$ cat src/rtl/lzs_token_parser.sv
// LZS bit-stream token parser: decodes literals, short/long copy offsets and the
// variable-length length code from the shifter's lookahead window into tokens.
module lzs_token_parser #(
    parameter int SHORT_OFF_W = 7,
    parameter int LONG_OFF_W  = 11,
    parameter int LEN_W       = 12,
    parameter int SW          = LONG_OFF_W + 2
) (
    input  logic                  clk,
    input  logic                  rst,
    input  logic                  ce_decode,
    input  logic [SW-1:0]         stream_data,
    input  logic                  stream_valid,
    output logic [3:0]            stream_width,
    output logic                  stream_ack,
    output logic                  tok_valid,
    input  logic                  tok_ready,
    output logic                  tok_copy,
    output logic [7:0]            tok_lit,
    output logic [LONG_OFF_W-1:0] tok_off,
    output logic [LEN_W-1:0]      tok_len,
    output logic                  all_end,
    output logic                  err
);

    typedef enum logic [2:0] {
        IDLE, TOKEN, LEN1, LEN2, LENX, EMIT, END, ERR
    } state_t;

    localparam logic [3:0]     W_LIT   = 4'd9;
    localparam logic [3:0]     W_SHORT = 4'(2 + SHORT_OFF_W);
    localparam logic [3:0]     W_LONG  = 4'(2 + LONG_OFF_W);
    localparam logic [LEN_W:0] LEN_MAX = {1'b0, {LEN_W{1'b1}}};

    state_t                  state_q, state_d;
    logic                    tok_valid_q, tok_valid_d;
    logic                    tok_copy_q, tok_copy_d;
    logic [7:0]              tok_lit_q, tok_lit_d;
    logic [LONG_OFF_W-1:0]   tok_off_q, tok_off_d;
    logic [LEN_W-1:0]        tok_len_q, tok_len_d;
    logic [LONG_OFF_W-1:0]   off_q, off_d;
    logic [LEN_W-1:0]        len_q, len_d;

    logic                    slot_free;
    logic [1:0]              len_code;
    logic [3:0]              nibble;
    logic [SHORT_OFF_W-1:0]  short_off;
    logic [LONG_OFF_W-1:0]   long_off;
    logic [LEN_W:0]          len_sum;

    // The slot may be drained and refilled in the same cycle.
    assign slot_free = !tok_valid_q || tok_ready;
    assign len_code  = stream_data[SW-1 -: 2];
    assign nibble    = stream_data[SW-1 -: 4];
    assign short_off = stream_data[SW-3 -: SHORT_OFF_W];
    assign long_off  = stream_data[SW-3 -: LONG_OFF_W];
    assign len_sum   = {1'b0, len_q} + {{(LEN_W-3){1'b0}}, nibble};

    assign tok_valid = tok_valid_q;
    assign tok_copy  = tok_copy_q;
    assign tok_lit   = tok_lit_q;
    assign tok_off   = tok_off_q;
    assign tok_len   = tok_len_q;
    assign all_end   = (state_q == END);
    assign err       = (state_q == ERR);

    always_comb begin
        state_d      = state_q;
        tok_valid_d  = tok_valid_q && !tok_ready;
        tok_copy_d   = tok_copy_q;
        tok_lit_d    = tok_lit_q;
        tok_off_d    = tok_off_q;
        tok_len_d    = tok_len_q;
        off_d        = off_q;
        len_d        = len_q;
        stream_ack   = 1'b0;
        stream_width = 4'd0;

        case (state_q)
            IDLE: if (ce_decode) state_d = TOKEN;
            TOKEN: if (stream_valid) begin
                if (!stream_data[SW-1]) begin
                    if (slot_free) begin
                        stream_ack   = 1'b1;
                        stream_width = W_LIT;
                        tok_valid_d  = 1'b1;
                        tok_copy_d   = 1'b0;
                        tok_lit_d    = stream_data[SW-2 -: 8];
                    end
                end else if (stream_data[SW-2]) begin
                    stream_ack   = 1'b1;
                    stream_width = W_SHORT;
                    if (short_off == '0) begin
                        state_d = END;
                    end else begin
                        off_d   = LONG_OFF_W'(short_off);
                        state_d = LEN1;
                    end
                end else if (long_off == '0) begin
                    state_d = ERR;
                end else begin
                    stream_ack   = 1'b1;
                    stream_width = W_LONG;
                    off_d        = long_off;
                    state_d      = LEN1;
                end
            end
            LEN1: if (stream_valid) begin
                stream_ack   = 1'b1;
                stream_width = 4'd2;
                if (len_code == 2'b11) begin
                    state_d = LEN2;
                end else begin
                    len_d   = LEN_W'(32'(len_code) + 2);
                    state_d = EMIT;
                end
            end
            // Codes 00..11 map to 5..8; only 8 continues into the nibble stage.
            LEN2: if (stream_valid) begin
                stream_ack   = 1'b1;
                stream_width = 4'd2;
                len_d        = LEN_W'(32'(len_code) + 5);
                state_d      = (len_code == 2'b11) ? LENX : EMIT;
            end
            LENX: if (stream_valid) begin
                if (len_sum > LEN_MAX) begin
                    state_d = ERR;
                end else begin
                    stream_ack   = 1'b1;
                    stream_width = 4'd4;
                    len_d        = len_sum[LEN_W-1:0];
                    if (nibble != 4'hF) state_d = EMIT;
                end
            end
            EMIT: if (slot_free) begin
                tok_valid_d = 1'b1;
                tok_copy_d  = 1'b1;
                tok_off_d   = off_q;
                tok_len_d   = len_q;
                state_d     = TOKEN;
            end
            END, ERR: if (!ce_decode) state_d = IDLE;
            default: state_d = IDLE;
        endcase
    end

    always_ff @(posedge clk or posedge rst) begin
        if (rst) begin
            state_q     <= IDLE;
            tok_valid_q <= 1'b0;
            tok_copy_q  <= 1'b0;
            tok_lit_q   <= '0;
            tok_off_q   <= '0;
            tok_len_q   <= '0;
            off_q       <= '0;
            len_q       <= '0;
        end else begin
            state_q     <= state_d;
            tok_valid_q <= tok_valid_d;
            tok_copy_q  <= tok_copy_d;
            tok_lit_q   <= tok_lit_d;
            tok_off_q   <= tok_off_d;
            tok_len_q   <= tok_len_d;
            off_q       <= off_d;
            len_q       <= len_d;
        end
    end

endmodule

$ cat config.mk
export PLATFORM = sky130hd
export DESIGN_NAME = lzs_token_parser
export DESIGN_NICKNAME = d
export VERILOG_FILES = /design/src/rtl/lzs_token_parser.sv
export SDC_FILE = /design/constraint.sdc
export NUM_CORES = 1
export LEC_CHECK = 0
export ABC_CLOCK_PERIOD_IN_PS = 5190
export BUFFER_PORTS_ARGS = -buffer_cell sky130_fd_sc_hd__buf_2
export CORE_AREA = 2 2 78 110
export CTS_BUF_LIST = sky130_fd_sc_hd__clkbuf_4 sky130_fd_sc_hd__clkbuf_8 sky130_fd_sc_hd__clkbuf_16
export CTS_CLUSTER_SIZE = 40
export DETAILED_ROUTE_END_ITERATION = 10
export DIE_AREA = 0 0 80 112
export GPL_TIMING_DRIVEN = 0
export MAX_ROUTING_LAYER = met4
export REMOVE_ABC_BUFFERS = 1
export SKIP_LAST_GASP = 1
export SYNTH_ARGS = -nofsm -noshare
export SYNTH_HDL_FRONTEND = slang
export SYNTH_SLANG_ARGS = --single-unit
$ cat constraint.sdc
create_clock -name clk -period 5.19 [get_ports clk]
set_input_delay 0.519 -clock clk [delete_from_list [all_inputs] [get_ports clk]]
set_output_delay 0.519 -clock clk [all_outputs]
set_load 0.01 [all_outputs]
# Yosys cells after proc, flatten, opt, wreduce, memory -nomap -nowiden
# Index checks and enable logic that the tools add are counted.
[totals]
register_bits = 59
word_cells = 106
[op_classes]
order_cmp = 1
n_addsub = 3
n_bitwise = 1
n_eq_ne = 24
mux = 52
reduce_logical = 17
[op_table]
columns = ["op", "n"]
rows = [
  ["$mux W12", 5],
  ["$mux W3", 16],
  ["$pmux W12 S3", 1],
  ["$mux W11", 3],
  ["$ne A2 B2 Y1 const B", 14],
  ["$pmux W3 S7", 1],
  ["$mux W4", 5],
  ["$mux W1", 16],
  ["$add A12 B4 Y13", 1],
  ["$gt A13 B12 Y1 const B", 1],
  ["$eq A3 B3 Y1 const B", 4],
  ["$pmux W4 S3", 1],
  ["$logic_not A11 Y1", 1],
  ["$reduce_and A5 Y1", 2],
  ["$reduce_and A9 Y1", 1],
  ["$logic_not A7 Y1", 1],
  ["$eq A3 B2 Y1 const B", 2],
  ["$reduce_and A6 Y1", 1],
  ["$add A2 B3 Y4 const B", 1],
  ["$ne A4 B4 Y1 const B", 1],
  ["$pmux W1 S2", 2],
  ["$reduce_and A4 Y1", 1],
  ["$reduce_or A2 Y1", 2],
  ["$add A2 B2 Y3 const B", 1],
  ["other kinds (13)", 14],
]

# Longest topological paths before layout
# Gate-level depths: netlist of run 1.
[depth]
depth_word = 6
ltp_mapped = 9
ltp_nobuf = 8

# Worst setup path after synthesis of run 1
# Ideal clock, no wire load.
[synth_timing]
path_type = "in2out"
startpoint = "input port stream_data[9]"
endpoint = "output port stream_ack"
stages = 9
n_path_buf = 1
setup_slack_ns = 2.784
arrival_time_ns = 1.887
required_time_ns = 4.671
cell_sequence = "ha_1 -> inv_1 -> fa_1 -> nand2b_1 -> a21oi_1 -> buf_2 -> nand2_1 -> a21oi_1 -> a31oi_1"
[synth_between]
elab_chain_len = 6
[synth_rtl]
columns = ["item", "line", "source"]
rows = [
  ["start, declared", "12", "input logic [SW-1:0] stream_data,"],
  ["parallel branches: the longest is 5 deep, another holds $add A12 B4 Y13", "n/a", ""],
  ["$pmux W1 S3 (*)", "79", "case (state_q)"],
  ["end, declared", "15", "output logic stream_ack,"],
]
# Mark *: on every way between the ends.

# Worst setup path in the final report of run 1
[layout_timing]
startpoint = "register len_q[0]"
endpoint = "output port stream_ack"
[layout_between]
elab_chain_len = 5
[layout_rtl]
columns = ["item", "line", "source"]
rows = [
  ["start, declared", "42", "logic [LEN_W-1:0] len_q, len_d;"],
  ["start signal, assigned", "165", "len_q <= len_d;"],
  ["$add A12 B4 Y13", "57", "assign len_sum = {1'b0, len_q} + {{(LEN_W-3){1'b0}}, nibble};"],
  ["$gt A13 B12 Y1", "126", "if (len_sum > LEN_MAX) begin"],
  ["$mux W1", "126", ""],
  ["$mux W1", "125", "LENX: if (stream_valid) begin"],
  ["$pmux W1 S3", "79", ""],
]
# No other way between the ends.

==> impl_metrics.yaml, run 1 <==
synthesis:
  yosysUniqueCellTypes: 58
  synth_commonest_cells: "59 x dfrtp_1, 33 x mux2_2, 25 x nand2_1"
  synth_area_leaders: "dfrtp_1 47%, mux2_2 12%, a21oi_1 3.4%, nand2_1 3.0%, mux2i_1 2.9%"
  yosys_warnings: 0
  synth_cells: 291
  syn_area_um2: 3130
  yosysSeqAreaShare_pct: 47.2
  synth_top_family_by_area: "compound AO/OA/AOI/OAI gates"
  synth_compound_area_share_pct: 16.1
  synthXorXnorAreaFrac_pct: 0.840
  synthAdderAreaFrac_pct: 2.64
  yosys.area_share.simple_pct: 13.7
  synth-seq-cells: 59
  syn_avg_cell_area_um2: 10.8
  postSynth.asyncResetShare_pct: 100
  synth-edff-count: 0
  synth_flop_cell: "dfrtp_1"
  synth_top_area_cell: "dfrtp_1"
  synth.area.mux_share_pct: 14.8
  yosysMostFrequentCell: "dfrtp_1"
  yosysTopAreaCellShare_pct: 47.2
timing:
  period_share_pct: 65.7
  whs_ns: 0.258
  tightest_slew_ns: 0.811
  finalHoldViolCount: 0
  drv_slew: 0
  tns_ns: 0
  max_slew_margin_pct: 45.7
  rsz0062_at_grt: "false"
  finalSetupViolations: 0
  period_minus_slack_ns: 3.41
  fmax_mhz: 293
  fin_skew_ns: 0.00772
clock_tree:
  clk_path_buf_depth: 2
  cts_tree: "yes"
  postCtsSetupBuffers: 0
  cts-resized-gates: 0
  root_buffer: "clkbuf_16"
  h-tree-depth: 3
  cts.sinks: 59
  cts-buffers-inserted: 9
  clk_pin_slew_ns: 0.05
  cts_hold_buf: 0
  clock_latency_ns: 0.33
floorplanning:
  start_util_pct: 39.1
  dieArea_um2: 8960
  die_h_um: 112
  rows: 39
  die_x_um: 80
  core_um2: 8000
  io_pins: 58
drt:
  wire_per_inst_um: 15.9
  antenna_left: 0
  dr_total_vias: 2438
  wl_um: 7180
  drt_iter0_drc: 93
  vias_per_cell: 5.41
  drc: 0
  drt-pass1-iter-count: 4
placed_design:
  placed_cells: 435
  hpwl_um: 5140
  gp_congestion: 0.845
  portBuffers: 57
  dpl-instance-area_um2: 3450
global_route:
  grt_first_pass_wirelength_um: 11700
  grt_pass1_vias: 2350
  antenna_found_initial: 0
  grt_overflow: 0
  grt_usage_pct: 17.6
  grt_max_degree: 32
critical_path:
  cp-start-kind: "flip-flop"
  startpoint: "len_q[0]$_DFFE_PP0P_"
  crit_path_max_incr_delay_ns: 0.59
  r2r_slack_ns: 2.47
  crit_path_end_kind: "output pin"
  worst-r2r-cell-count: 8
  path_common_cell: "a21oi_1"
  path_max_fanout: 11
  critical_path_arrival_ns: 2.89
  crit_chain: "ha_1 > inv_1 > fa_1 > nand2b_1 > a21oi_1 > nand2_1 > a21oi_1 > a31oi_1 > buf_2"
  slowest_stage: "a21oi_1"
  reg2reg_to: "len_q[7]$_DFFE_PP0P_"
  timing.rr.start: "len_q[0]$_DFFE_PP0P_"
  worstSetupEndpoint: "stream_ack"
  cp.required_ns: 4.67
  crit_type: "flip-flop to output pin"
power:
  max-vdd-ir-drop_uv: 256
  p_leak_uw: 0.00182
  power.total_uw: 2210
  power_per_cell_area_nw_per_um2: 582
outcome:
  status: "completed"
layout:
  drive_gt1_share_pct: 34.4
  antennaDiodeCount: 0
  area_growth_pct: 21.5
  nets: 368
  finalNonFillerCells: 451
  final_cell_area_um2: 3800
min_path:
  hp-class: "primary input to async pin"
flow_run:
  drv_cap: 0
==> area by class of cell <==
class,count,area [um2]
flip-flops and latches,59,1480
repair buffers,58,305
clock inverters,7,124
well taps,102,128
fillers,784,4200
multi-input cells,205,1500
inverters,11,41.3
clock buffers,9,225
==> critical path, delay by kind of cell (launching register included) <==
family	cells	cell delay (ns)
AOI/OAI and AO/OA	3	0.91
adders and majority gates	2	0.57
buffers and inverters	2	0.23
DFF	1	0.38
and+or+nand+nor	2	0.48
==> cell usage in the layout, fill, tap and decap left out, types with 4 or more instances in the layout <==
| cell | count |
|---|---|
| dfrtp_1 | 59 |
| buf_2 | 57 |
| mux2_2 | 33 |
| nand2_1 | 25 |
| a21oi_1 | 21 |
| o21ai_0 | 15 |
| a31oi_1 | 11 |
| nor2_1 | 10 |
| inv_1 | 10 |
| mux2i_1 | 9 |
| clkbuf_16 | 9 |
| nand3_1 | 6 |
| nor2b_1 | 5 |
| a21o_1 | 5 |
| and3_1 | 5 |
| ha_1 | 5 |
| o22ai_1 | 4 |
==> stage by stage <==
stage | worst slack, ns | utilization [%]
final | 1.78 | 47.5
after CTS | 1.77 | 47.5
after global placement | 1.81 | 42.9
after floorplan | 2.58 | -
after global routing | 1.48 | 47.5
after detailed placement | 1.80 | 43.2
==> layer usage <==
layer | track usage [%] | routed length, um | up-vias
li1 | - | - | 1176
met1 | 20.0 | 3040 | 1197
met2 | 29.8 | 3740 | 54
met3 | 3.40 | 287 | 11
met4 | 7.12 | 121 | 0
met5 | - | 0 | -
==> power breakdown <==
group          total, uW  internal, uW  switching, uW
clock                687           471            216
sequential           779           640            139
combinational        748           362            385
==> worst min-delay path by stage <==
| stage | cells after the start | endpoint | slack (ns) | startpoint |
|---|---|---|---|---|
| 2_1_floorplan | 1 | off_q[10]$_DFFE_PP0P_ | 0.47 | off_q[10]$_DFFE_PP0P_ |
| 3_3_place_gp | 2 | tok_len[2]$_DFFE_PP0P_ | 0.47 | tok_len[2]$_DFFE_PP0P_ |
| 3_5_place_dp | 2 | tok_len[11]$_DFFE_PP0P_ | 0.47 | tok_len[11]$_DFFE_PP0P_ |
| 4_1_cts | 2 | tok_off[10]$_DFFE_PP0P_ | 0.28 | rst |
| 5_1_grt | 2 | tok_off[10]$_DFFE_PP0P_ | 0.32 | rst |
| 6_report | 2 | tok_off[10]$_DFFE_PP0P_ | 0.26 | rst |
==> state kept, by name, indices dropped and copies added, names as in the netlist <==
signal	flops
len_q	12
tok_len	12
off_q	11
tok_off	11
tok_lit	8
state_q	3
tok_copy	1
tok_valid	1
==> cells by family after synthesis <==
logic type,count (synthesis)
compound gates,78
simple gates,76
flops,59
mux,42
buf+inv,27
fa+ha+maj,6
xor+xnor,3
No activity file was read; power rests on OpenSTA's default activity.
==> run 2: changes to the inputs <==
--- a/config.mk
+++ b/config.mk
@@ -5,7 +5,7 @@
 export SDC_FILE = /design/constraint.sdc
 export NUM_CORES = 1
 export LEC_CHECK = 0
-export ABC_CLOCK_PERIOD_IN_PS = 5190
+export ABC_CLOCK_PERIOD_IN_PS = 3410
 export BUFFER_PORTS_ARGS = -buffer_cell sky130_fd_sc_hd__buf_2
 export CORE_AREA = 2 2 78 110
 export CTS_BUF_LIST = sky130_fd_sc_hd__clkbuf_4 sky130_fd_sc_hd__clkbuf_8 sky130_fd_sc_hd__clkbuf_16
==> constraint.sdc (replaced) <==
create_clock -name clk -period 3.41 [get_ports clk]
set_input_delay 0.341 -clock clk [delete_from_list [all_inputs] [get_ports clk]]
set_output_delay 0.341 -clock clk [all_outputs]
set_load 0.01 [all_outputs]
==> run 2 against run 1 <==
Clock-buffer cell count unchanged. Combinational power is 52% higher. Worst hold slack lost 0.18 ns. Die area is the same. Clock skew hardly changed. Clock power is 53% higher. Critical endpoint unchanged. Largest cell class unchanged. Highest routed layer unchanged.
==> impl_metrics.yaml, run 2 (synthesized netlist as in run 1, its figures left out) <==
drt:
  vias_per_cell: 5.38
  drc: 0
  dr_total_vias: 2427
  wire_per_inst_um: 15.9
  drt_iter0_drc: 92
  drt-pass1-iter-count: 4
  antenna_left: 0
  wl_um: 7180
flow_run:
  drv_cap: 0
placed_design:
  hpwl_um: 5140
  portBuffers: 57
  dpl-instance-area_um2: 3450
  gp_congestion: 0.845
timing:
  finalHoldViolCount: 0
  rsz0062_at_grt: "false"
  max_slew_margin_pct: 44.8
  fmax_mhz: 329
  period_minus_slack_ns: 3.04
  fin_skew_ns: 0.00790
  tns_ns: 0
  finalSetupViolations: 0
  period_share_pct: 89.0
  tightest_slew_ns: 0.824
  drv_slew: 0
critical_path:
  cp.required_ns: 3.07
  critical_path_buf_inv_count: 2
  crit_path_max_incr_delay_ns: 0.59
  cp-start-kind: "flip-flop"
  reg2reg_to: "len_q[0]$_DFFE_PP0P_"
  startpoint: "state_q[0]$_DFFE_PP0P_"
  r2r_slack_ns: 0.78
  cp_top_family: "simple AND/OR/NAND/NOR gates"
  crit_type: "flip-flop to output pin"
  critical_path_depth: 6
  crit_chain: "inv_1 > nor2_1 > and3_1 > o21ai_0 > a31oi_1 > buf_2"
  critical_path_arrival_ns: 2.70
  path_max_fanout: 17
  slowest_stage: "dfrtp_1"
  worst-r2r-cell-count: 5
  crit_path_end_kind: "output pin"
  timing.rr.start: "state_q[2]$_DFFE_PP0P_"
clock_tree:
  clk_path_buf_depth: 2
  h-tree-depth: 3
  clock_latency_ns: 0.33
  cts.sinks: 59
  cts_tree: "yes"
  postCtsSetupBuffers: 0
  cts-buffers-inserted: 9
  root_buffer: "clkbuf_16"
  clk_pin_slew_ns: 0.06
global_route:
  grt_first_pass_wirelength_um: 11700
  grt_pass1_vias: 2350
  grt_max_degree: 32
  antenna_found_initial: 0
  grt_overflow: 0
  grt_usage_pct: 17.6
outcome:
  status: "completed"
floorplanning:
  die_x_um: 80
  rows: 39
  dieArea_um2: 8960
  die_h_um: 112
  core_um2: 8000
  io_pins: 58
  start_util_pct: 39.1
layout:
  final_common_cell: "dfrtp_1"
  antennaDiodeCount: 0
  area_growth_pct: 21.6
  nets: 368
  layout_common_cells: "59 x dfrtp_1, 57 x buf_2, 33 x mux2_2"
  fillers: 784
  drive_gt1_share_pct: 34.7
  final_cell_area_um2: 3810
power:
  power_per_cell_area_nw_per_um2: 886
  max-vdd-ir-drop_uv: 389
  p_leak_uw: 0.00182
min_path:
  hp-class: "primary input to async pin"
==> run 2: worst max path at each step <==
stage                           end  slack (ns)
5_1_grt                  stream_ack        0.01
6_report                 stream_ack        0.37
2_1_floorplan  len_q[7]$_DFFE_PP0P_        1.13
3_5_place_dp             stream_ack        0.38
3_3_place_gp             stream_ack        0.38
4_1_cts                  stream_ack        0.17
==> run 2: layer usage <==
layer  routed length, um  up-vias  global-route usage, %  share of wire [%]
li1                    -     1178                      -                  -
met2                3720       55                   29.8                 52
met3                 296       11                   3.40                4.1
met5                   0        -                      -                  0
met1                3040     1183                   20.0                 42
met4                 127        0                   7.12                1.8
==> run 2: metrics by stage <==
step | hold slack, ns | worst slack [ns] | total power, uW | instances | utilization, %
2_1_floorplan | 0.469 | 1.13 | 1940 | 275 | -
6_report | 0.0807 | 0.374 | 3370 | 451 | 47.6
3_5_place_dp | 0.455 | 0.379 | 2350 | 435 | 43.2
4_1_cts | 0.106 | 0.172 | 3410 | 451 | 47.5
5_1_grt | 0.146 | 0.0135 | 3600 | 451 | 47.6
3_3_place_gp | 0.466 | 0.382 | 2310 | 434 | 42.9
==> run 2: timing repair <==
item | 4_1_cts | 5_1_grt
hold buffers | 0 | 0
endpoints found under the setup margin | 0 | 1
hold endpoints to repair | 0 | 0
resized for setup | 0 | 1
==> run 2: power breakdown <==
part	switching, uW	internal (uW)
Combinational	590	552
Sequential	210	974
Clock	329	717
Total	1130	2240
==> run 2: area by class of cell <==
| class | count | area (um2) | area share (%) |
|---|---|---|---|
| Tap cell | 102 | 128 | 3.35 |
| Clock inverter | 7 | 124 | 3.25 |
| Timing Repair Buffer | 58 | 305 | 8.02 |
| Multi-Input combinational cell | 205 | 1510 | 39.6 |
| Sequential cell | 59 | 1480 | 38.8 |
| Clock buffer | 9 | 225 | 5.92 |
| Inverter | 11 | 41.3 | 1.08 |
==> run 3: changes to the inputs <==
--- a/config.mk
+++ b/config.mk
@@ -6,7 +6,7 @@
 export NUM_CORES = 1
 export LEC_CHECK = 0
 export ABC_CLOCK_PERIOD_IN_PS = 3410
-export BUFFER_PORTS_ARGS = -buffer_cell sky130_fd_sc_hd__buf_2
+export BUFFER_PORTS_ARGS = -buffer_cell sky130_fd_sc_hd__clkbuf_2
 export CORE_AREA = 2 2 78 110
 export CTS_BUF_LIST = sky130_fd_sc_hd__clkbuf_4 sky130_fd_sc_hd__clkbuf_8 sky130_fd_sc_hd__clkbuf_16
 export CTS_CLUSTER_SIZE = 40
==> run 3 against run 2 <==
Non-clock buffer count unchanged. Worst hold slack worse by 0.013 ns. Utilization down 0.63 points. Critical path type unchanged. Highest routed layer unchanged.
==> impl_metrics.yaml, run 3 (synthesized netlist as in run 1, its figures left out) <==
critical_path:
  cp-start-kind: "flip-flop"
  path_max_fanout: 17
  slowest_stage: "dfrtp_1"
  critical_path_depth: 6
  crit_chain: "inv_1 > nor2_1 > and3_1 > o21ai_0 > a31oi_1 > clkbuf_2"
  cp.required_ns: 3.07
  crit_path_end_kind: "output pin"
  crit_path_max_incr_delay_ns: 0.60
  critical_path_arrival_ns: 2.78
  crit_type: "flip-flop to output pin"
  cp_top_family: "simple AND/OR/NAND/NOR gates"
  worst-r2r-cell-count: 5
  critical_path_buf_inv_count: 2
timing:
  period_minus_slack_ns: 3.12
  fmax_mhz: 320
  finalHoldViolCount: 0
  finalSetupViolations: 0
  period_share_pct: 91.5
  whs_ns: 0.0679
  finalWorstSetupSlack_ns: 0.289
  tns_ns: 0
  max_slew_margin_pct: 46.0
  fin_skew_ns: 0.00632
  tightest_slew_ns: 0.807
  rsz0062_at_grt: "false"
  drv_slew: 0
global_route:
  grt_first_pass_wirelength_um: 11800
  antenna_found_initial: 0
  grt_pass1_vias: 2389
  grt_usage_pct: 17.6
  grt_max_degree: 32
  grt_overflow: 0
power:
  p_leak_uw: 0.00180
  power_per_cell_area_nw_per_um2: 859
  max-vdd-ir-drop_uv: 351
drt:
  route.met2.wl_um: 3710
  drt_iter0_drc: 123
  dr_total_vias: 2468
  drc: 0
  antenna_left: 0
  wl_met3_um: 339
  vias_per_cell: 5.47
  wl_um: 7110
  wl_met1_um: 2930
  wire_per_inst_um: 15.8
  drt-pass1-iter-count: 4
  top_layer_used: "met4"
layout:
  final_common_cell: "dfrtp_1"
  layout_common_cells: "59 x dfrtp_1, 57 x clkbuf_2, 33 x mux2_2"
  fin_util_pct: 46.9
  antennaDiodeCount: 0
  nets: 368
  drive_gt1_share_pct: 34.7
  area_growth_pct: 20.0
floorplanning:
  die_x_um: 80
  rows: 39
  start_util_pct: 39.1
  core_um2: 8000
  dieArea_um2: 8960
  io_pins: 58
  die_h_um: 112
clock_tree:
  cts_tree: "yes"
  cts.sinks: 59
  clk_path_buf_depth: 2
  root_buffer: "clkbuf_16"
  h-tree-depth: 3
  clk_pin_slew_ns: 0.05
  clock_latency_ns: 0.33
  cts-buffers-inserted: 9
placed_design:
  post-place-ws_ns: 0.394
  gp_congestion: 0.830
  hpwl_um: 5100
  portBuffers: 57
min_path:
  hp-class: "primary input to async pin"
flow_run:
  drv_cap: 0
outcome:
  status: "completed"
run 3: cell types whose count changed in the layout (fill, tap and decap cells not counted):
cell / before / now
clkinv_4: 2 / 0
bufinv_16: 3 / 1
buf_2: 57 / 0
clkbuf_8: 0 / 1
clkinv_2: 0 / 3
inv_6: 1 / 0
clkbuf_2: 0 / 57
clkbuf_4: 0 / 1
run 3: power breakdown:
| group | internal (uW) | switching, uW | total [uW] |
|---|---|---|---|
| registers | 975 | 217 | 1190 |
| clock network | 589 | 311 | 899 |
| logic | 547 | 589 | 1140 |
run 3: per-layer routing:
layer	vias to the layer above	GRT usage, %
met5	-	-
met4	0	7.34
met3	13	3.73
met1	1225	21.0
met2	64	28.5
li1	1166	-
run 3: cell type report:
cell class / instances / area (um2)
Timing Repair Buffer: 58 / 305
Inverter: 11 / 41.3
Tap cell: 102 / 128
Fill cell: 775 / 4250
Clock buffer: 11 / 246
Multi-Input combinational cell: 205 / 1510
Sequential cell: 59 / 1480
Clock inverter: 5 / 52.6
run 3: worst reg2reg max path: stages (launching register included):
cell,delay (ns)
dfrtp_1,0.72
nor3b_2,0.77
a21o_1,0.16
nand2_2,0.14
a21oi_2,0.33
mux2_2,0.38
run 3: timing repair:
action                     CTS  global route
setup endpoints to repair    0             1
hold buffers                 0             0
resized for setup            0             1
buffers inserted             0             0
run 3: final timing paths:
kind	startpoint	to	slack, ns
max	state_q[0]$_DFFE_PP0P_	stream_ack	0.29
min in group clk	stream_data[7]	off_q[7]$_DFFE_PP0P_	0.30
min	rst	tok_off[10]$_DFFE_PP0P_	0.07
max reg2reg	state_q[2]$_DFFE_PP0P_	len_q[3]$_DFFE_PP0P_	0.80
max in group asynchronous	rst	state_q[0]$_DFFE_PP0P_	2.76
min reg2reg	tok_len[11]$_DFFE_PP0P_	tok_len[11]$_DFFE_PP0P_	0.48
run 3: per-stage QoR:
stage	instance area (um2)	power (uW)	std cells
2_1_floorplan	3020	1940	275
3_3_place_gp	3430	2320	434
3_5_place_dp	3450	2350	435
4_1_cts	3750	3260	451
5_1_grt	3760	3460	451
6_report	3760	3230	451
